**config.mk**
```make
export PLATFORM = sky130hd
export DESIGN_NAME = seg_scan_mux
export DESIGN_NICKNAME = d
export VERILOG_FILES = /design/src/rtl/seg_scan_pkg.sv /design/src/rtl/scan_div.sv /design/src/rtl/seg_scan_mux.sv
export SDC_FILE = /design/constraint.sdc
export NUM_CORES = 1
export LEC_CHECK = 0
export CAP_MARGIN = 25
export CORE_UTILIZATION = 53
export DETAILED_ROUTE_END_ITERATION = 10
export PLACE_DENSITY = 0.84
export SKIP_CTS_REPAIR_TIMING = 1
export SKIP_LAST_GASP = 1
export SYNTH_ARGS = -nofsm -noshare
export SYNTH_HDL_FRONTEND = slang
export SYNTH_HIERARCHICAL = 1
export SYNTH_SLANG_ARGS = --single-unit
```
**constraint.sdc**
```tcl
create_clock -name clock_50 -period 3.2 [get_ports clock_50]
set_input_delay 0.48 -clock clock_50 [delete_from_list [all_inputs] [get_ports clock_50]]
set_output_delay 0.48 -clock clock_50 [all_outputs]
set_load 0.005 [all_outputs]
```
**src/rtl/seg_scan_pkg.sv**
```systemverilog
// rtl/seg_scan_pkg.sv - shared types, constants and digit-enable helper for the segment scanner
package seg_scan_pkg;

  typedef enum logic {
    BLANK = 1'b0,
    DRIVE = 1'b1
  } scan_state_t;

  localparam logic [6:0] SEG_OFF = 7'b1111111;
  localparam logic [3:0] AN_OFF  = 4'b1111;

  function automatic logic [3:0] an_onecold(input logic [1:0] idx);
    logic [3:0] one;
    one = 4'b0001 << idx;
    return ~one;
  endfunction

endpackage

```
**src/rtl/scan_div.sv**
```systemverilog
// rtl/scan_div.sv - slot prescaler counting 0..DIV-1 with a wrap pulse on the last count
module scan_div #(
  parameter int DIV = 10,
  parameter int CW  = (DIV > 1) ? $clog2(DIV) : 1
) (
  input  logic          clock_50,
  input  logic          rs_n,
  input  logic          en,
  output logic [CW-1:0] count,
  output logic          wrap
);

  assign wrap = en && (count == CW'(DIV - 1));

  // Held at zero while disabled so a re-enable always begins a fresh slot.
  always_ff @(posedge clock_50 or negedge rs_n) begin
    if (!rs_n) begin
      count <= '0;
    end else if (!en || wrap) begin
      count <= '0;
    end else begin
      count <= count + CW'(1);
    end
  end

endmodule

```
**src/rtl/seg_scan_mux.sv**
```systemverilog
// rtl/seg_scan_mux.sv - 4-digit multiplexed 7-segment scanner with per-slot blanking
// Optional brightness control: define SEG_SCAN_DIM_EN to add the dim[1:0] input.
module seg_scan_mux
  import seg_scan_pkg::*;
#(
  parameter int CLK_HZ    = 50000000,
  parameter int SCAN_HZ   = 1000,
  parameter int BLANK_CYC = 500
) (
  input  logic       clock_50,
  input  logic       rs_n,
  input  logic       en,
  input  logic [6:0] hex0,
  input  logic [6:0] hex1,
  input  logic [6:0] hex2,
  input  logic [6:0] hex3,
`ifdef SEG_SCAN_DIM_EN
  input  logic [1:0] dim,
`endif
  output logic [6:0] seg,
  output logic [3:0] an,
  output logic       frame_tick
);

  localparam int DIV       = CLK_HZ / SCAN_HZ;
  localparam int CW        = (DIV > 1) ? $clog2(DIV) : 1;
  localparam int DRIVE_CYC = DIV - BLANK_CYC;

  if (DIV < BLANK_CYC + 4 || SCAN_HZ > CLK_HZ) begin : g_bad_cfg
    $error("seg_scan_mux: slot too short for blanking or scan rate above clock rate");
  end

  logic [CW-1:0] count;
  logic          wrap;

  scan_div #(
    .DIV(DIV),
    .CW (CW)
  ) u_div (
    .clock_50(clock_50),
    .rs_n    (rs_n),
    .en      (en),
    .count   (count),
    .wrap    (wrap)
  );

  logic [1:0]  idx;
  logic [6:0]  shadow [4];
  logic        load;
  logic [6:0]  pat_now;
  logic [CW:0] count_x;
  logic        in_blank;
  logic        in_window;
  logic [CW:0] lit_end;

  localparam logic [CW:0] BLANK_W = (CW+1)'(BLANK_CYC);

  // First cycle of every frame, including the first one after enable.
  assign load    = en && (count == '0) && (idx == 2'd0);
  assign pat_now = load ? hex0 : shadow[idx];
  assign count_x = {1'b0, count};
  assign in_blank  = count_x < BLANK_W;
  assign in_window = count_x < lit_end;

`ifdef SEG_SCAN_DIM_EN
  localparam logic [CW:0] END0 = (CW+1)'(BLANK_CYC + DRIVE_CYC / 4);
  localparam logic [CW:0] END1 = (CW+1)'(BLANK_CYC + (2 * DRIVE_CYC) / 4);
  localparam logic [CW:0] END2 = (CW+1)'(BLANK_CYC + (3 * DRIVE_CYC) / 4);
  localparam logic [CW:0] END3 = (CW+1)'(BLANK_CYC + DRIVE_CYC);

  logic [1:0] dim_q;
  logic [1:0] dim_eff;

  assign dim_eff = load ? dim : dim_q;

  always_comb begin
    lit_end = END3;
    case (dim_eff)
      2'd0:    lit_end = END0;
      2'd1:    lit_end = END1;
      2'd2:    lit_end = END2;
      default: lit_end = END3;
    endcase
  end

  always_ff @(posedge clock_50 or negedge rs_n) begin
    if (!rs_n) begin
      dim_q <= 2'd3;
    end else if (load) begin
      dim_q <= dim;
    end
  end
`else
  assign lit_end = (CW+1)'(DIV);
`endif

  scan_state_t state, state_next;
  logic [6:0]  seg_next;
  logic [3:0]  an_next;
  logic        ft_next;

  always_comb begin
    state_next = BLANK;
    seg_next   = SEG_OFF;
    an_next    = AN_OFF;
    ft_next    = 1'b0;
    case (state)
      BLANK:   state_next = (en && !in_blank) ? DRIVE : BLANK;
      DRIVE:   state_next = (!en || in_blank) ? BLANK : DRIVE;
      default: state_next = BLANK;
    endcase
    if (en) begin
      ft_next = wrap && (idx == 2'd3);
      if (state_next == DRIVE && in_window) begin
        seg_next = pat_now;
        an_next  = an_onecold(idx);
      end
    end
  end

  always_ff @(posedge clock_50 or negedge rs_n) begin
    if (!rs_n) begin
      state      <= BLANK;
      seg        <= SEG_OFF;
      an         <= AN_OFF;
      frame_tick <= 1'b0;
    end else begin
      state      <= state_next;
      seg        <= seg_next;
      an         <= an_next;
      frame_tick <= ft_next;
    end
  end

  always_ff @(posedge clock_50 or negedge rs_n) begin
    if (!rs_n) begin
      idx <= 2'd0;
    end else if (!en) begin
      idx <= 2'd0;
    end else if (wrap) begin
      idx <= idx + 2'd1;
    end
  end

  // Inputs are frozen per frame so scrolling text never tears mid-scan.
  always_ff @(posedge clock_50 or negedge rs_n) begin
    if (!rs_n) begin
      shadow[0] <= SEG_OFF;
      shadow[1] <= SEG_OFF;
      shadow[2] <= SEG_OFF;
      shadow[3] <= SEG_OFF;
    end else if (load) begin
      shadow[0] <= hex0;
      shadow[1] <= hex1;
      shadow[2] <= hex2;
      shadow[3] <= hex3;
    end
  end

endmodule

```
==> flow_summary_export.csv, run 1 <==
group,metric,value,unit
route,vias,2023,
yosys,synth.mux.area_fraction,0.0610,
setup_path,timing.setup.critical_path_class,"reg2reg",
global_route,grt_pass1_vias,2024,
setup_path,timing.critical_path.buf_inv,1,
route,detail_route.wl_per_cell,13.8,um
sta,final.setup_skew,0.0112,ns
setup_path,crit_path_start,"u_div/count[13]",
sta,rsz0062_at_grt,"no",
final_layout,area_delta_synth_final,24.0,%
setup_path,path_cells,"or4_4, or4_4, or3_1, buf_4, nand2_1, nand3_1",
clock_tree,cts-root-to-sink-buffers,2,
yosys,synth_async_sr_flop_share,1.00,
clock_tree,ctsHtreeMaxLevel,3,
setup_path,reg2reg_setup_slack,0.82,ns
yosys,yosysSeqAreaShare,0.546,
sta,final_period_minus_worst_setup_slack,2.38,ns
yosys,synth_most_common_cell,"sky130_fd_sc_hd__nand2_1",
global_route,grt-ovfl-total,0,
run,max-cap-violations,0,
yosys,post_synth_num_cell_types,35,
yosys,synthesis.instances,270,
yosys,cell_types_with_the_largest_area_share_after_synthesis,"sky130_fd_sc_hd__dfstp_2 37%, sky130_fd_sc_hd__dfrtp_1 17%, sky130_fd_sc_hd__nand2_1 13%, sky130_fd_sc_hd__mux4_2 5.7%, sky130_fd_sc_hd__xnor2_1 4.1%",
yosys,synthDominantAreaCellType,"sky130_fd_sc_hd__dfstp_2",
placed_design,detailedPlace.worstSlack,0.818,ns
setup_path,worst_reg2reg_endpoint,"seg[5]",
setup_path,critical_path.startpoint_type,"flop",
sta,fin_setup_tns,0,ns
power,cellLeakagePower,1.44,nW
final_layout,drive_gt1_frac,0.229,
route,via_per_inst,5.19,
clock_tree,clk-insertion-delay-late,0.34,ns
sta,finalHoldViolCount,0,
yosys,post_synth_and_or_nand_nor_area_fraction,0.273,
power,p_per_area,526,mW/mm^2
route,drt_pass1_iterations,4,
power,vdd_ir_drop_max,0.422,mV
floorplan,initial_utilization,0.567,
sta,timing_max_transition_violations_final,0,
yosys,synth_edf_count,0,
yosys,synth_area,0.00275,sq mm
floorplan,core_region_area,0.00485,sq mm
yosys,syn_nets,306,
yosys,synth_top_area_share,0.373,
floorplan,placement_rows,25,
route,postRouteAntennaNets,0,
yosys,post_synth_xor_area_fraction,0.0478,
setup_path,timing.critical_path.required,3.44,ns
placed_design,gp_congestion,0.926,
global_route,grt_antenna_before_repair,0,
clock_tree,clk_transition_reported_paths,0.07,ns
route,drc_errors,0,
setup_path,timing.critical_path.fanout_max,35,
yosys,synthesis.area_per_instance,10.2,sq um
min_path,hold_class,"in2async",
yosys,synth_fa_ha_area_frac,0.0228,
sta,timing_worst_slew_pin_value,0.909,ns
setup_path,r2r_start,"u_div/count[13]",
setup_path,timing.critical_path.to_type,"flop",
placed_design,detailedPlacementHpwl,3670,um
setup_path,worst_ep_arrival_time,2.62,ns
sta,report.final.setup_viol,0,
global_route,groute.usage.overall,0.227,
sta,slew_headroom,0.394,
clock_tree,clock_sinks,58,
final_layout,fin_util,0.702,
yosys,synth_compound_gate_area_share,0.0114,
setup_path,cpPeakStageDelay,0.55,ns
global_route,grt_pass1_wl,8980,um
clock_tree,tritoncts.num_buffers,9,
setup_path,crit_cells,6,
placed_design,placement.io_buffers,42,
route,wl,5400,um
setup_path,critical-path-top-cell-by-count,"sky130_fd_sc_hd__or4_4",
final_layout,diodes,0,
route,initialDrtViolationCount,89,
floorplan,die_y,74,um
yosys,ys_top_cells_by_count,"98 x sky130_fd_sc_hd__nand2_1, 39 x sky130_fd_sc_hd__dfstp_2, 21 x sky130_fd_sc_hd__nor2_1, 19 x sky130_fd_sc_hd__dfrtp_1, 13 x sky130_fd_sc_hd__xnor2_1",
sta,max_clock_freq,420,MHz
final_layout,nNetsFinal,354,
setup_path,reg2regPathDepth,6,
floorplan,die_area,0.00548,sq mm
yosys,synthFlopType,"sky130_fd_sc_hd__dfstp_2",
global_route,maximum_number_of_pins_on_one_net_before_global_route_repair,45,
status,outcome,"complete, no violations",
setup_path,cpMaxStageDelayCell,"sky130_fd_sc_hd__or4_4",
setup_path,timing.critical_path.max_delay_family,"simple AND/OR/NAND/NOR gates",
sta,post-route-worst-setup-slack,0.820,ns
sta,post-route-period-util,0.744,
clock_tree,cts_root_buffer,"sky130_fd_sc_hd__clkbuf_8",
yosys,synth_seq_cells,58,
floorplan,die-width,74,um
yosys,syn_warnings,6,
setup_path,end_point_of_the_critical_path,"seg[5]",
clock_tree,cts_tree,"yes",
yosys,synth_top_family_by_area,"simple AND/OR/NAND/NOR gates",
floorplan,io_pins,43,
## layout make-up
class | count | area, sq um
well taps | 67 | 83.8
inverters | 6 | 22.5
clock inverters | 1 | 5.00
fillers | 353 | 1440
multi-input cells | 196 | 1140
repair buffers | 47 | 453
clock buffers | 15 | 198
flip-flops and latches | 58 | 1500
## logic make-up (layout without fill, tap and decap cells)
group | after synthesis | count (layout)
AO/OA/AOI/OAI | 5 | 5
buffers and inverters | 16 | 69
adder cells (fa/ha/maj) | 5 | 5
XOR/XNOR | 15 | 15
multiplexers | 8 | 8
flip-flops | 58 | 58
AND/OR/NAND/NOR | 163 | 163
## state kept, by name, indices dropped and copies added, names as in the netlist
signal       cells
frame_tick       1
seg              7
u_div/count     16
idx              2
shadow          28
an               4
## worst reg2reg max path, stage by stage, from the launching register on
cell and delay (ns):
sky130_fd_sc_hd__dfrtp_1 0.42, sky130_fd_sc_hd__or4_4 0.55, sky130_fd_sc_hd__or4_4 0.46, sky130_fd_sc_hd__or3_1 0.39, sky130_fd_sc_hd__buf_4 0.25, sky130_fd_sc_hd__nand2_1 0.12, sky130_fd_sc_hd__nand3_1 0.09
## worst min path at each step
stage	to
2_1_floorplan	frame_tick
5_1_grt	u_div/count[14]
4_1_cts	u_div/count[14]
3_3_place_gp	shadow[3]
3_5_place_dp	shadow[10]
6_report	u_div/count[14]
## layout by cell type, fill, tap and decap left out, types with 2 or more instances in the layout
cell and instances:
sky130_fd_sc_hd__or4_4 3, sky130_fd_sc_hd__xor2_1 2, sky130_fd_sc_hd__nand3_1 11, sky130_fd_sc_hd__clkbuf_8 12, sky130_fd_sc_hd__nor3_1 3, sky130_fd_sc_hd__clkbuf_1 2
sky130_fd_sc_hd__buf_4 5, sky130_fd_sc_hd__nand2_2 2, sky130_fd_sc_hd__dfrtp_1 19, sky130_fd_sc_hd__nor4_1 6, sky130_fd_sc_hd__nand4_1 7, sky130_fd_sc_hd__dfstp_2 39
sky130_fd_sc_hd__clkdlybuf4s50_1 41, sky130_fd_sc_hd__o21ai_0 2, sky130_fd_sc_hd__mux4_2 7, sky130_fd_sc_hd__o21a_1 2, sky130_fd_sc_hd__nor2_1 21, sky130_fd_sc_hd__inv_1 6
sky130_fd_sc_hd__nand2_1 98, sky130_fd_sc_hd__ha_1 5, sky130_fd_sc_hd__xnor2_1 13
## per-layer routing
metal / up-vias / wire (um) / GRT usage / share of wire
met5: - / 0 / 0 / 0
met2: 54 / 2670 / 0.358 / 0.49
met4: 0 / 91 / 0.115 / 0.017
li1: 988 / - / - / -
met1: 972 / 2410 / 0.280 / 0.45
met3: 9 / 232 / 0.0759 / 0.043
## metrics by stage
stage,area (sq um),total power (W),hold slack (ns),cells
after floorplan,2750,0.00106,0.184,270
after global placement,3200,0.00113,0.442,374
after detailed placement,3200,0.00114,0.444,374
after CTS,3410,0.00180,0.299,390
after global routing,3410,0.00187,0.359,390
final,3410,0.00179,0.276,390
## power breakdown
group / switching (W) / internal, W / leakage [nW]
combinational: 0.000111 / 0.000104 / 0.662
clock: 0.000271 / 0.000391 / 0.105
sequential: 0.0000443 / 0.000871 / 0.672
(Power assumes the default switching activity.)
==> inputs of run 2 (changes only) <==
Clock period 3.2 ns to 2.4 ns, I/O delays scaled along.
==> flow_summary_export.csv, run 2 (synthesis gave the netlist of run 1 again) <==
group,metric,value,unit
route,via_per_inst,5.18,
power,power.net_switching,0.000579,W
power,p_per_area,682,mW/mm^2
sta,slew_headroom,0.669,
placed_design,detailedPlace.worstSlack,0.127,ns
final_layout,nNetsFinal,362,
final_layout,diodes,0,
placed_design,placement.io_buffers,42,
setup_path,timing.setup.critical_path_class,"reg2reg",
setup_path,timing.critical_path.to_type,"flop",
clock_tree,clk-insertion-delay-late,0.34,ns
power,power_frac_comb,0.125,
final_layout,top_library_cells_by_usage_in_the_layout_fill_and_taps_aside,"98 x sky130_fd_sc_hd__nand2_1, 41 x sky130_fd_sc_hd__clkdlybuf4s50_1, 39 x sky130_fd_sc_hd__dfstp_2",
route,detail_route.wl_per_cell,14.1,um
clock_tree,ctsHtreeMaxLevel,3,
sta,final.setup_skew,0.00762,ns
floorplan,die-width,74,um
setup_path,timing.critical_path.required,2.63,ns
power,switching_share,0.244,
setup_path,worst_ep_arrival_time,2.53,ns
floorplan,initial_utilization,0.567,
setup_path,critical_path.startpoint_type,"flop",
setup_path,timing.critical_path.fanout_max,35,
global_route,grt_pass1_wl,9520,um
final_layout,area_delta_synth_final,26.7,%
route,vias,2063,
route,postRouteAntennaNets,0,
clock_tree,clock_sinks,58,
final_layout,layout_top_registers,"shadow (28), u_div/count (16), seg (7)",
sta,max_clock_freq,436,MHz
clock_tree,cts_tree,"yes",
power,cellLeakagePower,1.49,nW
placed_design,detailedPlacementHpwl,3980,um
final_layout,largest_register_ffs,28,
floorplan,placement_rows,25,
global_route,groute.usage.overall,0.240,
min_path,hold_class,"in2async",
route,wl,5630,um
run,max-cap-violations,0,
clock_tree,tritoncts.num_buffers,9,
floorplan,die_y,74,um
power,fraction_of_power_consumed_by_the_clock_network,0.358,
route,initialDrtViolationCount,120,
clock_tree,cts_root_buffer,"sky130_fd_sc_hd__clkbuf_8",
floorplan,io_pins,43,
sta,post-route-worst-setup-slack,0.106,ns
sta,fin_setup_tns,0,ns
final_layout,register_with_the_highest_flop_count,"shadow",
route,drt_pass1_iterations,5,
placed_design,gp_congestion,0.875,
sta,final_period_minus_worst_setup_slack,2.29,ns
global_route,maximum_number_of_pins_on_one_net_before_global_route_repair,36,
sta,finalHoldViolCount,0,
sta,post-route-period-util,0.956,
power,vdd_ir_drop_max,0.409,mV
final_layout,most_frequent_standard_cell_in_the_layout_excluding_fill_and_tap_cells,"sky130_fd_sc_hd__nand2_1",
global_route,grt_pass1_vias,2081,
final_layout,drive_gt1_frac,0.251,
clock_tree,cts-root-to-sink-buffers,2,
power,intPower,0.00180,W
sta,report.final.setup_viol,0,
floorplan,die_area,0.00548,sq mm
global_route,grt_antenna_before_repair,0,
sta,timing_max_transition_violations_final,0,
power,p_total,0.00237,W
global_route,grt-ovfl-total,0,
sta,timing_worst_slew_pin_value,0.496,ns
floorplan,core_region_area,0.00485,sq mm
sta,rsz0062_at_grt,"no",
route,drc_errors,0,
clock_tree,clk_transition_reported_paths,0.06,ns
status,outcome,"complete, no violations",
power,seq_power_share,0.517,
-- run 2: power groups by stage --
stage	sequential, W	combinational [W]	clock [W]
6_report	0.00123	0.000297	0.000850
5_1_grt	0.00124	0.000339	0.000899
4_1_cts	0.00123	0.000303	0.000859
3_5_place_dp	0.00124	0.000302	0
3_3_place_gp	0.00123	0.000286	0
2_1_floorplan	0.00121	0.000197	0
-- run 2: area by class of cell --
class | instances | area, sq um
Clock buffer | 14 | 183
Timing Repair Buffer | 55 | 538
Multi-Input combinational cell | 196 | 1140
Tap cell | 67 | 83.8
Clock inverter | 2 | 10.0
Inverter | 6 | 22.5
Fill cell | 362 | 1370
Sequential cell | 58 | 1500
-- run 2: stage by stage --
| step | util | std cells | hold slack, ns | cell area, sq um |
|---|---|---|---|---|
| after floorplan | - | 270 | 0.0644 | 2750 |
| after global placement | 0.678 | 382 | 0.442 | 3290 |
| after detailed placement | 0.678 | 382 | 0.446 | 3290 |
| after CTS | 0.718 | 398 | 0.281 | 3480 |
| after global routing | 0.718 | 398 | 0.324 | 3480 |
| final | 0.718 | 398 | 0.267 | 3480 |
-- run 2: critical path: stages, from the launching register on --
cell and delay (ns):
sky130_fd_sc_hd__dfrtp_1 0.42, sky130_fd_sc_hd__or4_4 0.53, sky130_fd_sc_hd__or4_4 0.46, sky130_fd_sc_hd__or3_1 0.43, sky130_fd_sc_hd__buf_12 0.19, sky130_fd_sc_hd__nand2_1 0.08, sky130_fd_sc_hd__nand3_1 0.08
-- run 2: per-layer routing --
layer  vias to the layer above  track usage  part of all wire
li1                       1005            -                 -
met3                         9       0.0501             0.048
met5                         -            0                 0
met1                       980        0.321              0.44
met4                         0        0.139             0.019
met2                        69        0.365              0.49
-- run 2: path summary, 6_finish.rpt --
| check | startpoint | cells after the start | to | slack (ns) |
|---|---|---|---|---|
| worst max-delay path | u_div/count[12] | 6 | seg[6] | 0.11 |
| worst min-delay path | rs_n | 1 | shadow[16] | 0.27 |
| worst max register to register | u_div/count[12] | 6 | seg[6] | 0.11 |
| worst min register to register | shadow[13] | 2 | shadow[13] | 0.45 |
| max in group asynchronous | rs_n | 2 | an[3] | 1.71 |
| min in group clock_50 | shadow[13] | 2 | shadow[13] | 0.45 |
==> inputs of run 3 (changes only) <==
Settings changed: CORE_UTILIZATION 53 to 40, PLACE_DENSITY 0.84 to 0.67.
==> flow_summary_export.csv, run 3 (synthesis gave the netlist of run 1 again) <==
group,metric,value,unit
global_route,met2_track_utilization_from_global_routing,0.276,
floorplan,placement_rows,29,
final_layout,register_with_the_highest_flop_count,"shadow",
sta,post-route-period-util,0.932,
final_layout,top_library_cells_by_usage_in_the_layout_fill_and_taps_aside,"98 x sky130_fd_sc_hd__nand2_1, 41 x sky130_fd_sc_hd__clkdlybuf4s50_1, 39 x sky130_fd_sc_hd__dfstp_2",
route,initialDrtViolationCount,78,
sta,timing_worst_slew_pin_value,0.662,ns
route,vias,2033,
floorplan,die_area,0.00720,sq mm
clock_tree,clk_transition_reported_paths,0.08,ns
floorplan,core_region_area,0.00649,sq mm
min_path,hold_class,"in2async",
final_layout,drive_gt1_frac,0.254,
placed_design,gp_congestion,0.870,
sta,final_period_minus_worst_setup_slack,2.24,ns
status,outcome,"finished with violations",
final_layout,most_frequent_standard_cell_in_the_layout_excluding_fill_and_tap_cells,"sky130_fd_sc_hd__nand2_1",
power,vdd_ir_drop_max,0.428,mV
global_route,grt_pass1_wl,9600,um
sta,fin_setup_tns,0,ns
global_route,grt_busiest_layer,"met2",
global_route,groute.usage.overall,0.174,
run,max-cap-violations,0,
floorplan,io_pins,43,
global_route,grt_util_met1,0.222,
floorplan,die_y,84.9,um
sta,max_clock_freq,447,MHz
placed_design,placed_cells_incl_taps,392,
setup_path,timing.critical_path.fanout_max,35,
setup_path,timing.critical_path.max_delay_family,"simple AND/OR/NAND/NOR gates",
route,postRouteAntennaNets,0,
final_layout,nNetsFinal,362,
clock_tree,clk-insertion-delay-late,0.34,ns
global_route,maximum_number_of_pins_on_one_net_before_global_route_repair,36,
clock_tree,ctsHtreeMaxLevel,3,
final_layout,diodes,0,
sta,report.final.setup_viol,0,
final_layout,design_area,0.00354,sq mm
sta,hold-worst-slack,0.0511,ns
placed_design,postPlaceCellArea,0.00331,sq mm
final_layout,total_area_of_multi_input_combinational_cells,0.00114,sq mm
power,p_per_area,715,mW/mm^2
final_layout,seqCellArea,0.00150,sq mm
setup_path,critical_path.startpoint_type,"flop",
sta,timing_max_transition_violations_final,0,
global_route,grt_pass1_vias,2104,
setup_path,timing.setup.critical_path_class,"reg2reg",
route,via_per_inst,4.98,
global_route,grt-ovfl-total,0,
final_layout,layout_top_registers,"shadow (28), u_div/count (16), seg (7)",
route,wl,5490,um
setup_path,timing.critical_path.buf_inv,1,
route,drc_errors,2,
final_layout,area_delta_synth_final,28.8,%
setup_path,cpPeakStageDelay,0.53,ns
sta,finalHoldViolCount,0,
route,drt_pass1_iterations,8,
clock_tree,cts_root_buffer,"sky130_fd_sc_hd__clkbuf_8",
route,detail_route.wl_per_cell,13.5,um
clock_tree,clock_sinks,58,
setup_path,worst_ep_arrival_time,2.48,ns
sta,slew_headroom,0.558,
power,cellLeakagePower,1.50,nW
global_route,grt_antenna_before_repair,0,
setup_path,path_cells,"or4_4, or4_4, or3_1, buf_12, nand2_1, nand3_1",
sta,final.setup_skew,0.0115,ns
clock_tree,tritoncts.num_buffers,9,
placed_design,placement.io_buffers,42,
floorplan,die-width,84.9,um
setup_path,critical-path-top-cell-by-count,"sky130_fd_sc_hd__or4_4",
status,failed_checks,"DRC",
setup_path,timing.critical_path.to_type,"flop",
clock_tree,cts-root-to-sink-buffers,2,
sta,rsz0062_at_grt,"no",
final_layout,largest_register_ffs,28,
power,p_total,0.00253,W
placed_design,detailedPlacementHpwl,3760,um
setup_path,timing.critical_path.required,2.64,ns
global_route,use_met3,0.0370,
setup_path,cpMaxStageDelayCell,"sky130_fd_sc_hd__or4_4",
floorplan,initial_utilization,0.423,
final_layout,post_layout_nonfiller_instances,408,
final_layout,num-fill-cells,568,
clock_tree,cts_tree,"yes",
-- run 3: cell types whose count changed in the layout (fill, tap and decap cells not counted), sizes merged --
cell and delta:
bufinv +2, inv +2, clkinv -1, clkbuf -5
clkinvlp +2
-- run 3: power by group --
group,leakage [nW],internal (W),switching (W)
clock,0.106,0.000593,0.000421
combinational,0.720,0.000150,0.000145
sequential,0.672,0.00116,0.0000610
total,1.50,0.00190,0.000627
-- run 3: worst paths after layout --
check	from	end	slack [ns]	cells past startpoint
hold / removal	rs_n	idx[0]	0.05	1
min in group clock_50	shadow[15]	shadow[15]	0.45	2
max in group asynchronous	rs_n	shadow[9]	1.69	2
setup / recovery	u_div/count[13]	seg[6]	0.16	6
hold reg to reg	shadow[15]	shadow[15]	0.45	2
setup reg to reg	u_div/count[13]	seg[6]	0.16	6
-- run 3: final cells by class --
type | instances | share of cell area
flip-flops and latches | 58 | 0.424
multi-input cells | 196 | 0.323
repair buffers | 55 | 0.156
clock buffers | 9 | 0.0350
clock inverters | 7 | 0.0286
well taps | 77 | 0.0272
inverters | 6 | 0.00636
-- run 3: layer usage --
metal	routed length (um)	vias to the layer above	share of wire
li1	-	1005	-
met1	2600	979	0.47
met2	2630	41	0.48
met3	157	8	0.029
met4	103	0	0.019
met5	0	-	0
-- run 3: metrics by stage --
| step | utilization | worst slack [ns] |
|---|---|---|
| after detailed placement | 0.510 | 0.175 |
| after global placement | 0.510 | 0.200 |
| after floorplan | - | 0.162 |
| after global routing | 0.545 | 0.0811 |
| after CTS | 0.545 | 0.163 |
| final | 0.545 | 0.164 |
-- run 3: worst register-to-register path, cell delays in order (launching register included) --
cell and delay, ns:
sky130_fd_sc_hd__dfrtp_1 0.38, sky130_fd_sc_hd__or4_4 0.53, sky130_fd_sc_hd__or4_4 0.45, sky130_fd_sc_hd__or3_1 0.44, sky130_fd_sc_hd__buf_12 0.19, sky130_fd_sc_hd__nand2_1 0.08
sky130_fd_sc_hd__nand3_1 0.08
